## src/rtl/snake_pkg.sv

```systemverilog
// Shared types for the snake game: game modes, directions and direction helpers.
package snake_pkg;

  typedef enum logic [2:0] {
    MENU = 3'd0,
    GAME = 3'd1,
    WON  = 3'd2,
    LOST = 3'd3,
    DRAW = 3'd4
  } game_mode_t;

  typedef enum logic [2:0] {
    NONE  = 3'd0,
    UP    = 3'd1,
    DOWN  = 3'd2,
    LEFT  = 3'd3,
    RIGHT = 3'd4
  } direction_t;

  // True when req points exactly opposite to cur.
  function automatic logic is_reverse(input direction_t cur, input direction_t req);
    logic rev;
    case (cur)
      UP:      rev = (req == DOWN);
      DOWN:    rev = (req == UP);
      LEFT:    rev = (req == RIGHT);
      RIGHT:   rev = (req == LEFT);
      default: rev = 1'b0;
    endcase
    return rev;
  endfunction

  // New latched direction: NONE keeps the current one, and so does a U-turn
  // (a snake cannot reverse into its own body).
  function automatic direction_t next_dir(input direction_t cur, input direction_t req);
    direction_t nd;
    if (req == NONE) begin
      nd = cur;
    end else if ((cur != NONE) && is_reverse(cur, req)) begin
      nd = cur;
    end else begin
      nd = req;
    end
    return nd;
  endfunction

endpackage

```

## src/rtl/tick_detect.sv

```systemverilog
// Turns the slow game-rate clock into a one-cycle tick per rising edge.
// clk_div is treated as data: one sampling flop, one history flop.
module tick_detect (
  input  logic clk,
  input  logic rst,
  input  logic clk_div,
  output logic tick
);

  logic sync_q;
  logic prv_q;

  // Sample clk_div and keep the previous sample for edge detection.
  always_ff @(posedge clk) begin
    if (rst) begin
      sync_q <= 1'b0;
      prv_q  <= 1'b0;
    end else begin
      sync_q <= clk_div;
      prv_q  <= sync_q;
    end
  end

  assign tick = sync_q & ~prv_q;

endmodule

```

## src/rtl/game_sequencer.sv

```systemverilog
// Game sequencer: paces snake moves on the game-rate tick, hands each move to
// the map updater, waits for the refreshed map, then applies collision results.
// All outputs come straight from flops.
module game_sequencer
  import snake_pkg::*;
#(
  parameter int REFRESH_TIMEOUT = 255,
  parameter int SCORE_W         = 8
) (
  input  logic               clk,
  input  logic               rst,
  input  logic               clk_div,
  input  logic               start,
  input  direction_t         dir1_in,
  input  direction_t         dir2_in,
  input  logic               refreshed,
  input  logic               eaten1,
  input  logic               eaten2,
  input  logic               won,
  input  logic               lost,
  input  logic               draw,
  output game_mode_t         mode,
  output direction_t         dir1,
  output direction_t         dir2,
  output logic               step,
  output logic               map_init,
  output logic               grow1,
  output logic               grow2,
  output logic [SCORE_W-1:0] score1,
  output logic [SCORE_W-1:0] score2,
  output logic               timeout_err,
  output logic               overrun_err
);

  localparam int CNT_W = $clog2(REFRESH_TIMEOUT + 1);

  typedef enum logic [2:0] {
    IDLE         = 3'd0,
    WAIT_TICK    = 3'd1,
    STEP         = 3'd2,
    WAIT_REFRESH = 3'd3,
    CHECK        = 3'd4,
    OVER         = 3'd5
  } state_t;

  state_t             state_q, state_d;
  game_mode_t         mode_q, mode_d;
  game_mode_t         result_q, result_d;
  direction_t         dir1_q, dir1_d, dir2_q, dir2_d;
  logic               step_q, step_d, map_init_q, map_init_d;
  logic               grow1_q, grow1_d, grow2_q, grow2_d;
  logic [SCORE_W-1:0] score1_q, score1_d, score2_q, score2_d;
  logic               tout_q, tout_d, ovr_q, ovr_d;
  logic [CNT_W-1:0]   cnt_q, cnt_d;
  logic               tick_s;
  logic               busy_s;

  // Saturating increment: scores stick at all-ones instead of wrapping.
  function automatic logic [SCORE_W-1:0] sat_inc(input logic [SCORE_W-1:0] v);
    logic [SCORE_W-1:0] r;
    if (v == {SCORE_W{1'b1}}) begin
      r = v;
    end else begin
      r = v + SCORE_W'(1);
    end
    return r;
  endfunction

  tick_detect u_tick_detect (
    .clk     (clk),
    .rst     (rst),
    .clk_div (clk_div),
    .tick    (tick_s)
  );

  // A tick is an overrun only while a move is still in flight.
  assign busy_s = (state_q == STEP) || (state_q == WAIT_REFRESH) || (state_q == CHECK);

  // Next-state and next-output logic for the move sequencer.
  always_comb begin
    state_d    = state_q;
    result_d   = result_q;
    dir1_d     = dir1_q;
    dir2_d     = dir2_q;
    step_d     = 1'b0;
    map_init_d = 1'b0;
    grow1_d    = 1'b0;
    grow2_d    = 1'b0;
    score1_d   = score1_q;
    score2_d   = score2_q;
    cnt_d      = cnt_q;
    tout_d     = tout_q;
    ovr_d      = ovr_q | (tick_s & busy_s);
    case (state_q)
      IDLE, OVER: begin
        if (start) begin
          state_d    = WAIT_TICK;
          map_init_d = 1'b1;
          score1_d   = {SCORE_W{1'b0}};
          score2_d   = {SCORE_W{1'b0}};
          dir1_d     = NONE;
          dir2_d     = NONE;
          tout_d     = 1'b0;
          ovr_d      = 1'b0;
        end else begin
          state_d = state_q;
        end
      end
      WAIT_TICK: begin
        if (tick_s) begin
          state_d = STEP;
          step_d  = 1'b1;
          dir1_d  = next_dir(dir1_q, dir1_in);
          dir2_d  = next_dir(dir2_q, dir2_in);
        end else begin
          state_d = WAIT_TICK;
        end
      end
      STEP: begin
        state_d = WAIT_REFRESH;
        cnt_d   = {CNT_W{1'b0}};
      end
      WAIT_REFRESH: begin
        if (refreshed) begin
          state_d = CHECK;
        end else begin
          cnt_d = cnt_q + CNT_W'(1);
          if (cnt_d == CNT_W'(REFRESH_TIMEOUT)) begin
            tout_d  = 1'b1;
            state_d = WAIT_TICK;
          end else begin
            state_d = WAIT_REFRESH;
          end
        end
      end
      CHECK: begin
        grow1_d = eaten1;
        grow2_d = eaten2;
        if (eaten1) begin
          score1_d = sat_inc(score1_q);
        end else begin
          score1_d = score1_q;
        end
        if (eaten2) begin
          score2_d = sat_inc(score2_q);
        end else begin
          score2_d = score2_q;
        end
        if (draw) begin
          state_d  = OVER;
          result_d = DRAW;
        end else if (lost) begin
          state_d  = OVER;
          result_d = LOST;
        end else if (won) begin
          state_d  = OVER;
          result_d = WON;
        end else begin
          state_d = WAIT_TICK;
        end
      end
      default: begin
        state_d = IDLE;
      end
    endcase
    case (state_d)
      IDLE:    mode_d = MENU;
      OVER:    mode_d = result_d;
      default: mode_d = GAME;
    endcase
  end

  // State and output registers with synchronous reset.
  always_ff @(posedge clk) begin
    if (rst) begin
      state_q    <= IDLE;
      mode_q     <= MENU;
      result_q   <= MENU;
      dir1_q     <= NONE;
      dir2_q     <= NONE;
      step_q     <= 1'b0;
      map_init_q <= 1'b0;
      grow1_q    <= 1'b0;
      grow2_q    <= 1'b0;
      score1_q   <= {SCORE_W{1'b0}};
      score2_q   <= {SCORE_W{1'b0}};
      cnt_q      <= {CNT_W{1'b0}};
      tout_q     <= 1'b0;
      ovr_q      <= 1'b0;
    end else begin
      state_q    <= state_d;
      mode_q     <= mode_d;
      result_q   <= result_d;
      dir1_q     <= dir1_d;
      dir2_q     <= dir2_d;
      step_q     <= step_d;
      map_init_q <= map_init_d;
      grow1_q    <= grow1_d;
      grow2_q    <= grow2_d;
      score1_q   <= score1_d;
      score2_q   <= score2_d;
      cnt_q      <= cnt_d;
      tout_q     <= tout_d;
      ovr_q      <= ovr_d;
    end
  end

  assign mode        = mode_q;
  assign dir1        = dir1_q;
  assign dir2        = dir2_q;
  assign step        = step_q;
  assign map_init    = map_init_q;
  assign grow1       = grow1_q;
  assign grow2       = grow2_q;
  assign score1      = score1_q;
  assign score2      = score2_q;
  assign timeout_err = tout_q;
  assign overrun_err = ovr_q;

endmodule
```

## config.mk

```make
export PLATFORM = sky130hd
export DESIGN_NAME = game_sequencer
export DESIGN_NICKNAME = d
export VERILOG_FILES = /design/src/rtl/snake_pkg.sv /design/src/rtl/tick_detect.sv /design/src/rtl/game_sequencer.sv
export SDC_FILE = /design/constraint.sdc
export NUM_CORES = 1
export LEC_CHECK = 0
export BUFFER_PORTS_ARGS = -buffer_cell sky130_fd_sc_hd__buf_2
export CORE_MARGIN = 5
export CORE_UTILIZATION = 49
export DETAILED_ROUTE_END_ITERATION = 7
export PLACE_DENSITY = 0.84
export RECOVER_POWER = 50
export SLEW_MARGIN = 20
export SYNTH_ARGS = -nofsm -noshare
export SYNTH_HDL_FRONTEND = slang
export SYNTH_SLANG_ARGS = --single-unit
```

## constraint.sdc

```tcl
create_clock -name clk -period 2.2 [get_ports clk]
set_clock_uncertainty 0.15 [all_clocks]
set_input_delay 0.44 -clock clk [delete_from_list [all_inputs] [get_ports clk]]
set_output_delay 0.44 -clock clk [all_outputs]
set_load 0.005 [all_outputs]
```

==> metrics.md, run 1 <==
| Metric | Value |
|---|---|
| Top Family by Delay on Critical Path | `compound AO/OA/AOI/OAI gates` |
| PwrDens | `578 mW/mm2` |
| Die area | `0.00628 mm2` |
| CTS tree | `yes` |
| Num CTS Buffers | `5` |
| Fin crit period | `2.05 ns` |
| Starting DRC count in detailed routing | `98` |
| Register area share after synthesis | `40.0%` |
| Port Buffers | `46` |
| Via count | `roughly 2100` |
| Post-synthesis cell type count | `50` |
| Grt total ovfl | `0` |
| Largest net degree at the start of global routing | `19` |
| Worst Path Arrival | `roughly 2.1 ns` |
| Primary FF master, synth | `dfxtp_1` |
| Vias per inst | `5.52` |
| Worst Hold Launch | `clk_div` |
| Sum Neg Setup Slack | `0 ns` |
| FF/Latch Area | `945 um2` |
| Critical-path cell list | `ha_2, nand3_1, or3_4, a2111oi_4, o21ai_0, a32o_1` |
| Post-synth EDFFs | `0` |
| Clock power frac | `31.5%` |
| Reg2reg end | `mode[0]` |
| Final ANT Viol Nets | `0` |
| R2r worst-path depth | `6` |
| H-tree depth | `2` |
| Final setup fails | `0` |
| Clk Latency, worst-skew pair | `around 0.3 ns` |
| Most frequent cells in the layout | `44 x dfxtp_1, 31 x nor2_1, 31 x buf_2` |
| Synth Area in Adders | `under 10%` |
| Outcome | `finished, final reports clean` |
| Fin nets | `between 300 and 400` |
| Number of global-route vias before repair | `1948` |
| Hold crit path type | `in -> reg` |
| Comb power frac | `11.8%` |
| RD Place Congestion | `0.820` |
| Synth Area in Compound Gates | `19.9%` |
| CP max stage delay | `about 0.37 ns` |
| Mux contribution to synthesized area | `2.18%` |
| Max Slew Vio Count | `0` |
| Crit path from | `cnt_q[0]` |
| FILL cells | `446` |
| Switch Pwr | `406 uW` |
| CTS hold repair buffers | `0` |
| Dpl cell area | `0.00268 mm2` |
| Rows | `25` |
| Hold slack | `0.200 ns` |
| Post-synthesis async set-or-reset flop share | `0%` |
| Period Utilization, post-route | `93.1%` |
| Critical Path Fanout Max | `6` |
| Dpl hpwl | `3.70 mm` |
| Max IR drop VDD | `385 uV` |
| Final hold vios | `0` |
| Die Width | `around 80 um` |
| Required time worst endpoint | `2.24 ns` |
| Clock-pin slew on the worst setup and hold paths | `about 0.08 ns` |
| Syn_nets | `293` |
| Critical Path End Type | `register` |
| Simple-gate share of the synthesized area | `26.4%` |
| Antenna diode count | `0` |
| RR Startpoint | `cnt_q[0]` |
| Post-Synth XOR/XNOR Area | `5.96%` |
| Core ar. | `0.00469 mm2` |
| Critical path's slowest cell | `dfxtp_2` |
| WL/cell | `between 10 and 15 um` |
| R2R setup slack | `0.15 ns` |
| Leak pwr | `around 1.0 nW` |
| Final core utilization | `58.3%` |
| Hold path depth | `2` |
| I/O pins | `47` |
| Clk sinks | `47` |
| Int Pwr | `1.17 mW` |
| Hold Path End | `u_tick_detect.sync_q` |
| Crit path launch type | `register` |
| Seq pwr share | `a little under three fifths` |
| Post-CTS Setup Bufs | `0` |
| Clock root buffer | `clkbuf_8` |
| Achievable frequency | `488 MHz` |
| Syn Area/Cell | `8.61 um2` |
| DRC viols | `0` |
| Largest family of logic cells by synthesized area | `simple AND/OR/NAND/NOR gates` |
| Starting density of the core | `50.1%` |
| CTS max path bufs | `2` |
| Worst-Margin Slew | `between 0.5 and 0.6 ns` |
| Rel. slew slack | `61.0%` |
| Proportion of layout cells with a drive suffix above 1 | `18.9%` |
| Routed WL | `5.03 mm` |
| Mapped Area | `0.00235 mm2` |
| Area Overhead vs Synth | `16.5%` |
| Resized cells post-CTS | `0` |
| Worst path bufs/invs | `0` |
| RSZ-0062 raised after global routing | `false` |
| Warnings from Yosys | `0` |
| First-pass GRT wire length | `8.56 mm` |
| Pwr Total | `1.58 mW` |
| Crit Path Class | `reg -> reg` |
| Multi-input logic area | `between 0.001 and 0.0015 mm2` |
| Most common cell after layout, fill and taps aside | `dfxtp_1` |
| Die Y | `about 80 um` |
| Sw Share | `between 20% and 30%` |
| Instance count on the critical path | `6` |
| First-pass DRT Iterations | `4` |
| MaxCap Viol Count | `0` |
| Initial antenna violation count | `0` |
| Synth Register Bits | `47` |
| Cell area after layout | `0.00274 mm2` |
| Post-Syn Instances | `273` |
| Total GRT Usage | `16.7%` |
-- layout make-up --
cell class | instances | share of cell area, %
multi-input combinational | 208 | 48.5
clock buffer | 7 | 2.79
inverter | 8 | 1.10
clock inverter | 1 | 0.183
timing repair buffer | 57 | 10.5
sequential | 47 | 34.5
tap | 54 | 2.47
-- Yosys cell counts, types with 5 or more instances --
cell      count  area share, %
dfxtp_1      47             40
nor2_1       31            5.0
nand2b_1      7            1.9
o21ai_0      12            2.6
a21oi_1      25            5.3
xnor2_1      15            5.6
nand3_1      16            3.4
a211oi_1      5            1.6
inv_1         8            1.3
nand3b_1      6            1.9
nand2_1      21            3.4
nor2b_1       5            1.3
clkbuf_1      7            1.1
-- metrics by stage --
step | setup WS (ns) | std cells
4_1_cts | 0.0747 | 382
5_1_grt | 0.0476 | 382
3_5_place_dp | 0.100 | 374
2_1_floorplan | 0.175 | 273
3_3_place_gp | 0.149 | 374
6_report | 0.153 | 382
-- power groups by stage --
stage	clock, mW	sequential [mW]	combinational, mW
4_1_cts	0.515	0.895	0.192
6_report	0.497	0.896	0.187
3_5_place_dp	0	0.915	0.191
5_1_grt	0.558	0.900	0.207
2_1_floorplan	0	0.902	0.132
3_3_place_gp	0	0.915	0.186
-- kinds of logic after synthesis --
group / count (synthesis)
adder cells (fa/ha/maj): 4
buffers and inverters: 18
XOR/XNOR: 16
flip-flops: 47
AND/OR/NAND/NOR: 116
AO/OA/AOI/OAI: 67
multiplexers: 5
-- worst max-delay path by stage --
stage | end
final | mode[0]
after global routing | mode[0]
after CTS | dir1[2]
after detailed placement | mode[0]
after global placement | dir1[0]
after floorplan | mode[0]
-- flip-flops by register name (all words and copies together) (netlist names) --
name and cells:
cnt_q 8, dir1 3, dir2 3, grow1 1, grow2 1, map_init 1, mode 3, overrun_err 1
result_q 3, score1 8, score2 8, state_q 3, step 1, timeout_err 1, u_tick_detect.prv_q 1, u_tick_detect.sync_q 1
-- metal layers --
| layer | share of wire (%) | vias up | track usage, % |
|---|---|---|---|
| met5 | 0 | - | 0 |
| met4 | 0.99 | 0 | 4.47 |
| met3 | 4.5 | 7 | 4.31 |
| met2 | 47 | 41 | 28.5 |
| met1 | 47 | 987 | 20.8 |
| li1 | - | 1074 | - |
-- worst register-to-register path: stages, from the launching register on --
cell	delay, ns
dfxtp_2	0.37
ha_2	0.22
nand3_1	0.10
or3_4	0.35
a2111oi_4	0.36
o21ai_0	0.14
a32o_1	0.24
Note: power is estimated with default switching activity, not from simulation.
==> run 2, diff against run 1 <==
--- a/config.mk
+++ b/config.mk
@@ -6,9 +6,11 @@
 export NUM_CORES = 1
 export LEC_CHECK = 0
 export BUFFER_PORTS_ARGS = -buffer_cell sky130_fd_sc_hd__buf_2
+export CORE_ASPECT_RATIO = 1.5
 export CORE_MARGIN = 5
 export CORE_UTILIZATION = 49
 export DETAILED_ROUTE_END_ITERATION = 7
+export MAX_ROUTING_LAYER = met4
 export PLACE_DENSITY = 0.84
 export RECOVER_POWER = 50
 export SLEW_MARGIN = 20
==> run 2 against run 1 <==
Fmax up 0.93%. Core utilization decreased by 0.070 points. Power is 2.5% higher. Global-route usage is 0.85 points higher. Cell area increased by 0.73%. First-iteration DRC count grew 36%. Final cell count rose by 2.4%. Critical path depth stayed put. Non-clock buffer count decreased by 2.
==> metrics.md, run 2 (synthesis gave the netlist of run 1 again) <==
| Metric | Value |
|---|---|
| H-tree depth | `2 (unchanged)` |
| Total GRT Usage | `17.6% (+0.85 points)` |
| Hold Path End | `u_tick_detect.sync_q` |
| Final setup margin | `0.172 ns (+0.0189 ns)` |
| Initial antenna violation count | `0 (unchanged)` |
| Achievable frequency | `493 MHz (+0.93%)` |
| Final hold vios | `0 (unchanged)` |
| Leak pwr | `1.01 nW (+0.55%)` |
| PwrDens | `588 mW/mm2 (+1.8%)` |
| Grt total ovfl | `0 (unchanged)` |
| Reg2reg end | `mode[0]` |
| Die Y | `94.8 um (+20%)` |
| Sw Share | `25.7% (+0.063 points)` |
| Clk sinks | `47 (unchanged)` |
| Dpl cell area | `0.00268 mm2 (unchanged)` |
| Max Slew Vio Count | `0 (unchanged)` |
| Fin nets | `345 (-0.58%)` |
| Worst Hold Launch | `clk_div` |
| Hold slack | `0.218 ns (+0.0179 ns)` |
| R2R setup slack | `0.17 ns (+0.02 ns)` |
| Dpl hpwl | `3.85 mm (+4.1%)` |
| Seq pwr share | `55.3% (-1.4 points)` |
| Non-filler cells, final | `391 (+2.4%)` |
| Most frequent cells in the layout | `44 x dfxtp_1, 32 x buf_2, 31 x nor2_1` |
| Sum Neg Setup Slack | `0 ns (unchanged)` |
| Post-CTS Setup Bufs | `0 (unchanged)` |
| Required time worst endpoint | `2.25 ns (about the same)` |
| CTS tree | `yes` |
| Critical Path Fanout Max | `6 (unchanged)` |
| RSZ-0062 raised after global routing | `false` |
| Proportion of layout cells with a drive suffix above 1 | `19.7% (+0.79 points)` |
| Fin crit period | `2.03 ns (-0.0189 ns)` |
| Num CTS Buffers | `5 (unchanged)` |
| Clock-pin slew on the worst setup and hold paths | `0.09 ns (about the same)` |
| Starting density of the core | `49.7% (-0.42 points)` |
| WL/cell | `12.9 um (-1.7%)` |
| Routed WL | `5.06 mm (+0.62%)` |
| Cell area after layout | `0.00276 mm2 (+0.73%)` |
| Hold path depth | `2 (unchanged)` |
| Final setup fails | `0 (unchanged)` |
| CTS hold repair buffers | `0 (unchanged)` |
| Rel. slew slack | `50.6% (-10 points)` |
| Crit Path Class | `reg -> reg` |
| Int Pwr | `1.20 mW (+2.5%)` |
| Most common cell after layout, fill and taps aside | `dfxtp_1` |
| Die Width | `66.5 um (-16%)` |
| Period Utilization, post-route | `92.2% (-0.86 points)` |
| Critical Path End Type | `register` |
| Port Buffers | `46 (unchanged)` |
| Clock power frac | `33.3% (+1.8 points)` |
| Hold crit path type | `in -> reg` |
| First-pass DRT Iterations | `4 (unchanged)` |
| Pwr Total | `1.62 mW (+2.5%)` |
| Largest net degree at the start of global routing | `20 (+1)` |
| First-pass GRT wire length | `8.56 mm (unchanged)` |
| Worst Path Arrival | `2.08 ns (about the same)` |
| R2r worst-path depth | `6 (unchanged)` |
| Clk Latency, worst-skew pair | `0.30 ns (about the same)` |
| RR Startpoint | `cnt_q[0]` |
| Outcome | `finished, final reports clean` |
| Starting DRC count in detailed routing | `133 (+36%)` |
| Via count | `2130 (+1.0%)` |
| DRC viols | `0 (unchanged)` |
| Place WS | `0.0917 ns (-0.00871 ns)` |
| Clock root buffer | `clkbuf_8` |
| I/O pins | `47 (unchanged)` |
| CTS max path bufs | `2 (unchanged)` |
| Number of global-route vias before repair | `2023 (+3.9%)` |
| Worst-Margin Slew | `0.741 ns (+0.156 ns)` |
| Area Overhead vs Synth | `17.3%` |
| Final ANT Viol Nets | `0 (unchanged)` |
| Crit path launch type | `register` |
| Die area | `0.00631 mm2 (+0.45%)` |
| Vias per inst | `5.45 (-1.3%)` |
| Max IR drop VDD | `487 uV (+26%)` |
| RD Place Congestion | `0.896 (+9.4%)` |
| Core ar. | `0.00473 mm2 (+0.85%)` |
| Resized cells post-CTS | `0 (unchanged)` |
| MaxCap Viol Count | `0 (unchanged)` |
| Rows | `31 (+24%)` |
| Switch Pwr | `417 uW (+2.8%)` |
| Placed Cells | `384 (+2.7%)` |
| Antenna diode count | `0 (unchanged)` |
| Comb power frac | `11.4% (-0.4 points)` |
| Final core utilization | `58.2% (-0.070 points)` |
run 2: cell types whose count changed in the layout (fill, tap and decap cells not counted), sizes merged:
cell / change
clkbuf: -3
clkinv: -1
inv: +1
run 2: how the worst max path moves through the flow:
stage	startpoint	endpoint	slack (ns)	cells after the start
2_1_floorplan	cnt_q[0]	mode[0]	0.18	6
3_5_place_dp	cnt_q[0]	mode[0]	0.09	6
3_3_place_gp	cnt_q[0]	mode[0]	0.15	6
5_1_grt	cnt_q[0]	mode[0]	0.03	6
4_1_cts	cnt_q[0]	mode[0]	0.08	6
6_report	cnt_q[0]	mode[0]	0.17	6
run 2: metal layers:
| layer | up-vias | wire, um | global-route usage, % |
|---|---|---|---|
| li1 | 1071 | - | - |
| met1 | 994 | 2070 | 19.8 |
| met2 | 55 | 2660 | 30.1 |
| met3 | 10 | 254 | 3.21 |
| met4 | 0 | 75 | 7.12 |
| met5 | - | 0 | - |
run 2: layout make-up:
| cell class | instances | area (um2) |
|---|---|---|
| Multi-Input combinational cell | 208 | 1330 |
| Sequential cell | 47 | 945 |
| Tap cell | 66 | 82.6 |
| Clock buffer | 6 | 82.6 |
| Timing Repair Buffer | 55 | 277 |
| Clock inverter | 1 | 8.76 |
| Fill cell | 467 | 1980 |
| Inverter | 8 | 30.0 |
run 2: power groups by stage:
stage / sequential, mW / combinational (mW) / clock (mW)
floorplan: 0.902 / 0.132 / 0
global placement: 0.914 / 0.184 / 0
detailed placement: 0.915 / 0.188 / 0
CTS: 0.895 / 0.189 / 0.555
global route: 0.901 / 0.206 / 0.591
finish: 0.896 / 0.185 / 0.540
run 2: worst max-delay path: stages, from the launching register on:
cell and delay [ns]:
dfxtp_2 0.37, ha_2 0.22, nand3_1 0.11, or3_4 0.35
a2111oi_4 0.37, o21ai_0 0.14, a32o_1 0.22
